### config.mk
export PLATFORM = sky130hd
export DESIGN_NAME = bootmem_loader
export DESIGN_NICKNAME = d
export VERILOG_FILES = /design/src/rtl/bootmem_loader_pkg.sv /design/src/rtl/bootmem_ram.sv /design/src/rtl/bootmem_loader.sv
export SDC_FILE = /design/constraint.sdc
export NUM_CORES = 2
export LEC_CHECK = 0
export CAP_MARGIN = 40
export CORE_UTILIZATION = 63
export DETAILED_ROUTE_END_ITERATION = 7
export PLACE_DENSITY_LB_ADDON = 0.12
export SLEW_MARGIN = 10
export SYNTH_ARGS = -nofsm -noshare
export SYNTH_HDL_FRONTEND = slang
export SYNTH_HIERARCHICAL = 1
export SYNTH_SLANG_ARGS = --single-unit
### constraint.sdc
create_clock -name clk_i -period 2.75 [get_ports clk_i]
set_input_delay 0.275 -clock clk_i [delete_from_list [all_inputs] [get_ports clk_i]]
set_output_delay 0.275 -clock clk_i [all_outputs]
set_load 0.005 [all_outputs]
### src/rtl/bootmem_loader_pkg.sv
// rtl/bootmem_loader_pkg.sv - shared types and default placement for the boot memory window
package bootmem_loader_pkg;

    typedef enum logic [1:0] {
        LOAD     = 2'd0,
        RUN      = 2'd1,
        UNMAPPED = 2'd2
    } bootmem_state_t;

    localparam int BOOTMEM_UNMAP_BIT = 0;

    // Default placement: top page of a 6502 map, control register in I/O space
    localparam int BOOTMEM_BASE = 'hff00;
    localparam int BOOTMEM_SIZE = 256;
    localparam int BOOTMEM_CTRL = 'h4020;

endpackage

### src/rtl/bootmem_ram.sv
// rtl/bootmem_ram.sv - SIZE x DATA_W block RAM, loader write port and registered CPU read port
module bootmem_ram #(
    parameter int DEPTH  = 256,
    parameter int DATA_W = 8,
    parameter int AW     = $clog2(DEPTH)
) (
    input  logic              clk_i,
    input  logic              we_i,
    input  logic [AW-1:0]     waddr_i,
    input  logic [DATA_W-1:0] wdata_i,
    input  logic [AW-1:0]     raddr_i,
    output logic [DATA_W-1:0] rdata_o
);

    logic [DATA_W-1:0] mem_q [DEPTH];
    logic [DATA_W-1:0] rdata_q;

    // No reset on contents or output register so the array maps onto block RAM
    always_ff @(posedge clk_i) begin
        if (we_i) begin
            mem_q[waddr_i] <= wdata_i;
        end
        rdata_q <= mem_q[raddr_i];
    end

    assign rdata_o = rdata_q;

endmodule

### src/rtl/bootmem_loader.sv
// rtl/bootmem_loader.sv - RAM-backed boot window with byte loader and CPU unmap control
// Optional feature: BOOTMEM_CHECKSUM_EN exposes a load checksum at CTRL_ADDR.
module bootmem_loader
    import bootmem_loader_pkg::*;
#(
    parameter int                ADDR_W    = 16,
    parameter int                DATA_W    = 8,
    parameter logic [ADDR_W-1:0] BASE      = ADDR_W'(BOOTMEM_BASE),
    parameter int                SIZE      = BOOTMEM_SIZE,
    parameter logic [ADDR_W-1:0] CTRL_ADDR = ADDR_W'(BOOTMEM_CTRL)
) (
    input  logic              clk_i,
    input  logic              reset_i,
    input  logic [ADDR_W-1:0] addr_i,
    input  logic [DATA_W-1:0] wdata_i,
    input  logic              we_i,
    output logic [DATA_W-1:0] rdata_o,
    output logic              oe_o,
    output logic              cpu_hold_o,
    input  logic              ld_valid_i,
    input  logic [DATA_W-1:0] ld_data_i,
    input  logic              ld_last_i,
    output logic              ld_ready_o,
    output logic              loaded_o
);

    localparam int AW = $clog2(SIZE);
    localparam logic [ADDR_W:0] WIN_END = {1'b0, BASE} + (ADDR_W+1)'(SIZE);

    bootmem_state_t    state_q;
    logic [AW-1:0]     wptr_q;
    logic              oe_q;
    logic              cpu_hold_q;
    logic              ld_ready_q;
    logic              loaded_q;
    logic [DATA_W-1:0] hold_q;
    logic [DATA_W-1:0] ram_rdata;
    logic [DATA_W-1:0] rd_src;
    logic              in_win;
    logic              ctrl_rd;
    logic              ld_acc;
    logic              ld_end;
    logic              unmap;
    logic              unused_ok;

    assign in_win = (addr_i >= BASE) && ({1'b0, addr_i} < WIN_END);
    assign ld_acc = (state_q == LOAD) && ld_valid_i && ld_ready_q;
    assign ld_end = ld_last_i || (wptr_q == AW'(SIZE - 1));
    assign unmap  = we_i && (addr_i == CTRL_ADDR) && wdata_i[BOOTMEM_UNMAP_BIT];
    assign unused_ok = ^wdata_i;

    bootmem_ram #(
        .DEPTH (SIZE),
        .DATA_W(DATA_W)
    ) u_ram (
        .clk_i  (clk_i),
        .we_i   (ld_acc),
        .waddr_i(wptr_q),
        .wdata_i(ld_data_i),
        .raddr_i(addr_i[AW-1:0]),
        .rdata_o(ram_rdata)
    );

`ifdef BOOTMEM_CHECKSUM_EN
    logic [7:0] sum_q;
    logic       sel_sum_q;

    assign ctrl_rd = (addr_i == CTRL_ADDR);

    always_ff @(posedge clk_i or posedge reset_i) begin
        if (reset_i) begin
            sum_q     <= '0;
            sel_sum_q <= 1'b0;
        end else begin
            if (ld_acc) begin
                sum_q <= sum_q + 8'(ld_data_i);
            end
            sel_sum_q <= ctrl_rd && (state_q != LOAD);
        end
    end

    assign rd_src = sel_sum_q ? DATA_W'(sum_q) : ram_rdata;
`else
    assign ctrl_rd = 1'b0;
    assign rd_src  = ram_rdata;
`endif

    // The RAM output register changes every cycle; hold_q keeps the bus value steady between claims
    assign rdata_o = oe_q ? rd_src : hold_q;

    always_ff @(posedge clk_i or posedge reset_i) begin
        if (reset_i) begin
            state_q    <= LOAD;
            wptr_q     <= '0;
            oe_q       <= 1'b0;
            cpu_hold_q <= 1'b1;
            ld_ready_q <= 1'b0;
            loaded_q   <= 1'b0;
            hold_q     <= '0;
        end else begin
            hold_q <= rdata_o;
            oe_q   <= 1'b0;
            case (state_q)
                LOAD: begin
                    ld_ready_q <= 1'b1;
                    if (ld_acc) begin
                        wptr_q <= wptr_q + 1'b1;
                        if (ld_end) begin
                            state_q    <= RUN;
                            ld_ready_q <= 1'b0;
                            cpu_hold_q <= 1'b0;
                            loaded_q   <= 1'b1;
                        end
                    end
                end
                RUN: begin
                    oe_q <= in_win || ctrl_rd;
                    if (unmap) begin
                        state_q <= UNMAPPED;
                    end
                end
                UNMAPPED: begin
                    oe_q <= ctrl_rd;
                end
                default: begin
                    state_q <= LOAD;
                end
            endcase
        end
    end

    assign oe_o       = oe_q;
    assign cpu_hold_o = cpu_hold_q;
    assign ld_ready_o = ld_ready_q;
    assign loaded_o   = loaded_q;

endmodule

==> results.sh <==
export IMPL_path_cells="mux4_2 > a22oi_1 > a21oi_1 > nor4_2 > buf_4 > nor4_2"
export IMPL_die_y_um=359
export IMPL_synthDistinctLibCells=65
export IMPL_synth_nets=3847
export IMPL_core_area_um2=126000
export IMPL_grt_setup_unrepaired="no"
export IMPL_port_buffer_count=41
export IMPL_regToRegSetupSlack_ps=30
export IMPL_pwr_share_comb_pct=5.8
export IMPL_ioPinCount=49
export IMPL_die_area_um2=129000
export IMPL_powerDensity_nw_per_um2=702
export IMPL_place_congestion=0.881
export IMPL_synthTopCellsByArea="edfxtp_1 (76%), mux4_2 (13%), mux2i_1 (1.7%)"
export IMPL_cp_depth=6
export IMPL_final_nets=4414
export IMPL_min_period_ps=2720
export IMPL_min_from="ld_data_i[4]"
export IMPL_synth_top_area_cell="edfxtp_1"
export IMPL_cp_required_ps=3440
export IMPL_peakVddDrop_v=0.000625
export IMPL_drive_gt1_share_pct=29.7
export IMPL_netlist_area_um2=80500
export IMPL_cts_tree="yes"
export IMPL_grt_overflow_total=0
export IMPL_setup_viol=0
export IMPL_synth_compound_area_share_pct=3.41
export IMPL_min_to="u_ram/mem_q[224][4]$_DFFE_PP_"
export IMPL_clkTransAtPathRegs_ps=60
export IMPL_synth_ff_type="edfxtp_1"
export IMPL_fmax_ghz=0.368
export IMPL_finalMaxSlewViolations=0
export IMPL_dr_pass1_iters=6
export IMPL_reg2reg_from="u_ram/mem_q[187][6]$_DFFE_PP_"
export IMPL_cts_htree_levels=4
export IMPL_crit_slowest_cell="nor4_2"
export IMPL_vias_per_cell=6.76
export IMPL_cpMostUsedCell="nor4_2"
export IMPL_switching_share_pct=21.5
export IMPL_avgRoutedWirePerCell_um=31.9
export IMPL_slowest_delay_ps=880
export IMPL_p_clk_share_pct=40.5
export IMPL_grt_start_max_net_pins=106
export IMPL_async_reset_ff_share_pct=1.06
export IMPL_clk_latency_ps=830
export IMPL_synth_edf_count=2048
export IMPL_drt_iter0_drc=5765
export IMPL_grtUsageTotal_pct=31.3
export IMPL_whs_ps=33.0
export IMPL_leakage_nw=30.1
export IMPL_synthMuxAreaShare_pct=14.6
export IMPL_pre_cts_slack_ps=-610
export IMPL_grt_pass1_wl_um=288000
export IMPL_hp_class="input pin to flip-flop"
export IMPL_grt_pass1_vias=42400
export IMPL_start_util_pct=63.8
export IMPL_crit_buf_inv=1
export IMPL_numCtsBuffers=199
export IMPL_drv_cap=0
export IMPL_drc=0
export IMPL_reg2reg_to="u_ram/rdata_o[6]$_DFF_P_"
export IMPL_ys_seq_area_share_pct=77.3
export IMPL_crit_fanout=1
export IMPL_syn_inst=3809
export IMPL_rows=130
export IMPL_areaGrowthSynthToFinish_pct=15.4
export IMPL_worst_slack_ps=34.8
export IMPL_chipWidth_um=359
export IMPL_ant_nets=0
export IMPL_skew_ps=27.2
export IMPL_arrival_ps=3400
export IMPL_switchingPower_w=0.0140
export IMPL_synthSimpleGateAreaFrac_pct=2.80
export IMPL_worstSetupEndpointType="flip-flop"
export IMPL_whs_path_depth=1
export IMPL_diodes=0
export IMPL_synthDominantCellAreaShare_pct=76.4
export IMPL_seq_power_share_pct=53.7
export IMPL_yosys_area_share_xor_xnor_pct=0.0762
export IMPL_cts_buffer_depth=3
export IMPL_drt_total_wl_um=198000
export IMPL_cts_sinks=2078
export IMPL_ys_warn_count=6
export IMPL_postSynthAreaPerCell_um2=21.1
export IMPL_outcome="finished clean"
export IMPL_synth_top_family_by_area="multiplexers"
export IMPL_relSlewSlack_pct=34.6
export IMPL_tightest_slew_ps=972
export IMPL_post_route_period_util_pct=98.7
export IMPL_hpwl_um=125000
export IMPL_reg2regPathDepth=6
export IMPL_hold_viol=0
export IMPL_post_cts_buffers=0
export IMPL_synth_fa_ha_area_share_pct=0.0155
export IMPL_path_class="flip-flop to flip-flop"
export IMPL_power_internal_w=0.0512
export IMPL_vias=41900
export IMPL_grt_antenna_before_repair=10
export IMPL_cp_start_kind="flip-flop"
export IMPL_cp_top_family="simple AND/OR/NAND/NOR gates"
export IMPL_clockRootBuffer="clkbuf_16"
export IMPL_synth_seq_cells=2078
==> cells in the mapped netlist, drive strengths merged, types with 2 or more instances <==
library cell and number:
a2111oi 5, a211oi 16, a21oi 96, a221oi 14, a22o 8, a22oi 133, a311oi 2, a31oi 2
and2 7, and3 2, and3b 2, buf 123, clkbuf 112, dfrtp 21, dfxtp 8, edfxtp 2048
inv 2, mux2 10, mux2i 134, mux4 456, nand2 40, nand2b 11, nand3 37, nand3b 2
nand4 13, nor2 286, nor2b 31, nor3 25, nor4 29, o211ai 10, o21ai 14, o221ai 47
o22a 5, o22ai 28, o32ai 5, or2 4, xnor2 5, xor2 2
==> timing repair <==
item	4_1_cts	5_1_grt
setup endpoints to repair	8	1
resized for setup	1	1
hold buffers	2	0
cloned	0	0
hold endpoints to repair	30	0
==> state kept, by name (all words and copies together) (netlist names) <==
name           flops
hold_q             8
u_ram/rdata_o      8
oe_o               1
wptr_q             8
u_ram/mem_q     2048
state_q            2
loaded_o           1
cpu_hold_o         1
ld_ready_o         1
==> metal layers <==
metal,vias up,share of wire [%],global-route usage [%]
met5,-,0.027,0
met4,8,3.2,10.5
met3,357,11,6.67
met2,2636,48,48.9
met1,21800,38,44.8
li1,17100,-,-
==> placed cells by master, fill, tap and decap left out, types with 28 or more instances in the layout <==
master,Yosys,final
edfxtp_1,2048,2048
buf_4,28,493
mux4_2,454,454
nor2_1,286,283
clkbuf_16,0,207
mux2i_1,134,134
a22oi_1,133,133
a21oi_1,96,96
buf_12,8,64
clkinv_1,1,47
o221ai_1,46,46
clkinv_2,0,44
nand2_1,40,40
nand3_1,37,37
clkbuf_1,112,37
clkdlybuf4s50_1,0,28
o22ai_1,28,28
nor2b_1,31,28
==> stage by stage <==
step	power [W]	instances	cell area [um^2]	utilization, %	setup TNS [ps]
floorplan	0.0376	3809	80500	-	0
global placement	0.0393	5820	86500	68.6	-4240
detailed placement	0.0395	5823	86600	68.6	-3200
CTS	0.0655	6198	92900	73.6	0
global route	0.0669	6198	92900	73.6	0
finish	0.0653	6198	92900	73.6	0
==> logic make-up (layout without fill, tap and decap cells) <==
| kind of cell | Yosys count | count (layout) |
|---|---|---|
| and+or+nand+nor | 496 | 496 |
| AOI/OAI and AO/OA | 389 | 389 |
| DFF | 2078 | 2078 |
| adders and majority gates | 1 | 1 |
| buffers and inverters | 238 | 977 |
| xor gates and xnor gates | 7 | 7 |
| muxes | 600 | 600 |
==> layout make-up <==
type	count	area (um^2)
clock inverters	126	970
flip-flops and latches	2078	62200
multi-input cells	1493	16800
well taps	1650	2060
fillers	6998	33300
clock buffers	247	5360
inverters	3	11.3
repair buffers	601	5450
==> power groups by stage <==
stage                     clock network, W  logic [W]  registers [W]
final                               0.0264    0.00381         0.0350
after global routing                0.0278    0.00399         0.0350
after CTS                           0.0267    0.00379         0.0350
after detailed placement                 0    0.00376         0.0357
after global placement                   0    0.00365         0.0357
after floorplan                          0    0.00197         0.0356
==> how the worst max path moves through the flow <==
stage	from	to	slack (ps)
after floorplan	state_q[1]$_DFFE_PP0P_	u_ram/mem_q[234][0]$_DFFE_PP_	240
after global placement	addr_i[0]	u_ram/rdata_o[6]$_DFF_P_	-950
after detailed placement	addr_i[0]	u_ram/rdata_o[2]$_DFF_P_	-610
after CTS	oe_o$_DFF_PP0_	rdata_o[2]	30
after global routing	oe_o$_DFF_PP0_	rdata_o[2]	3
final	u_ram/mem_q[187][6]$_DFFE_PP_	u_ram/rdata_o[6]$_DFF_P_	30
No activity file was read; power rests on OpenSTA's default activity.
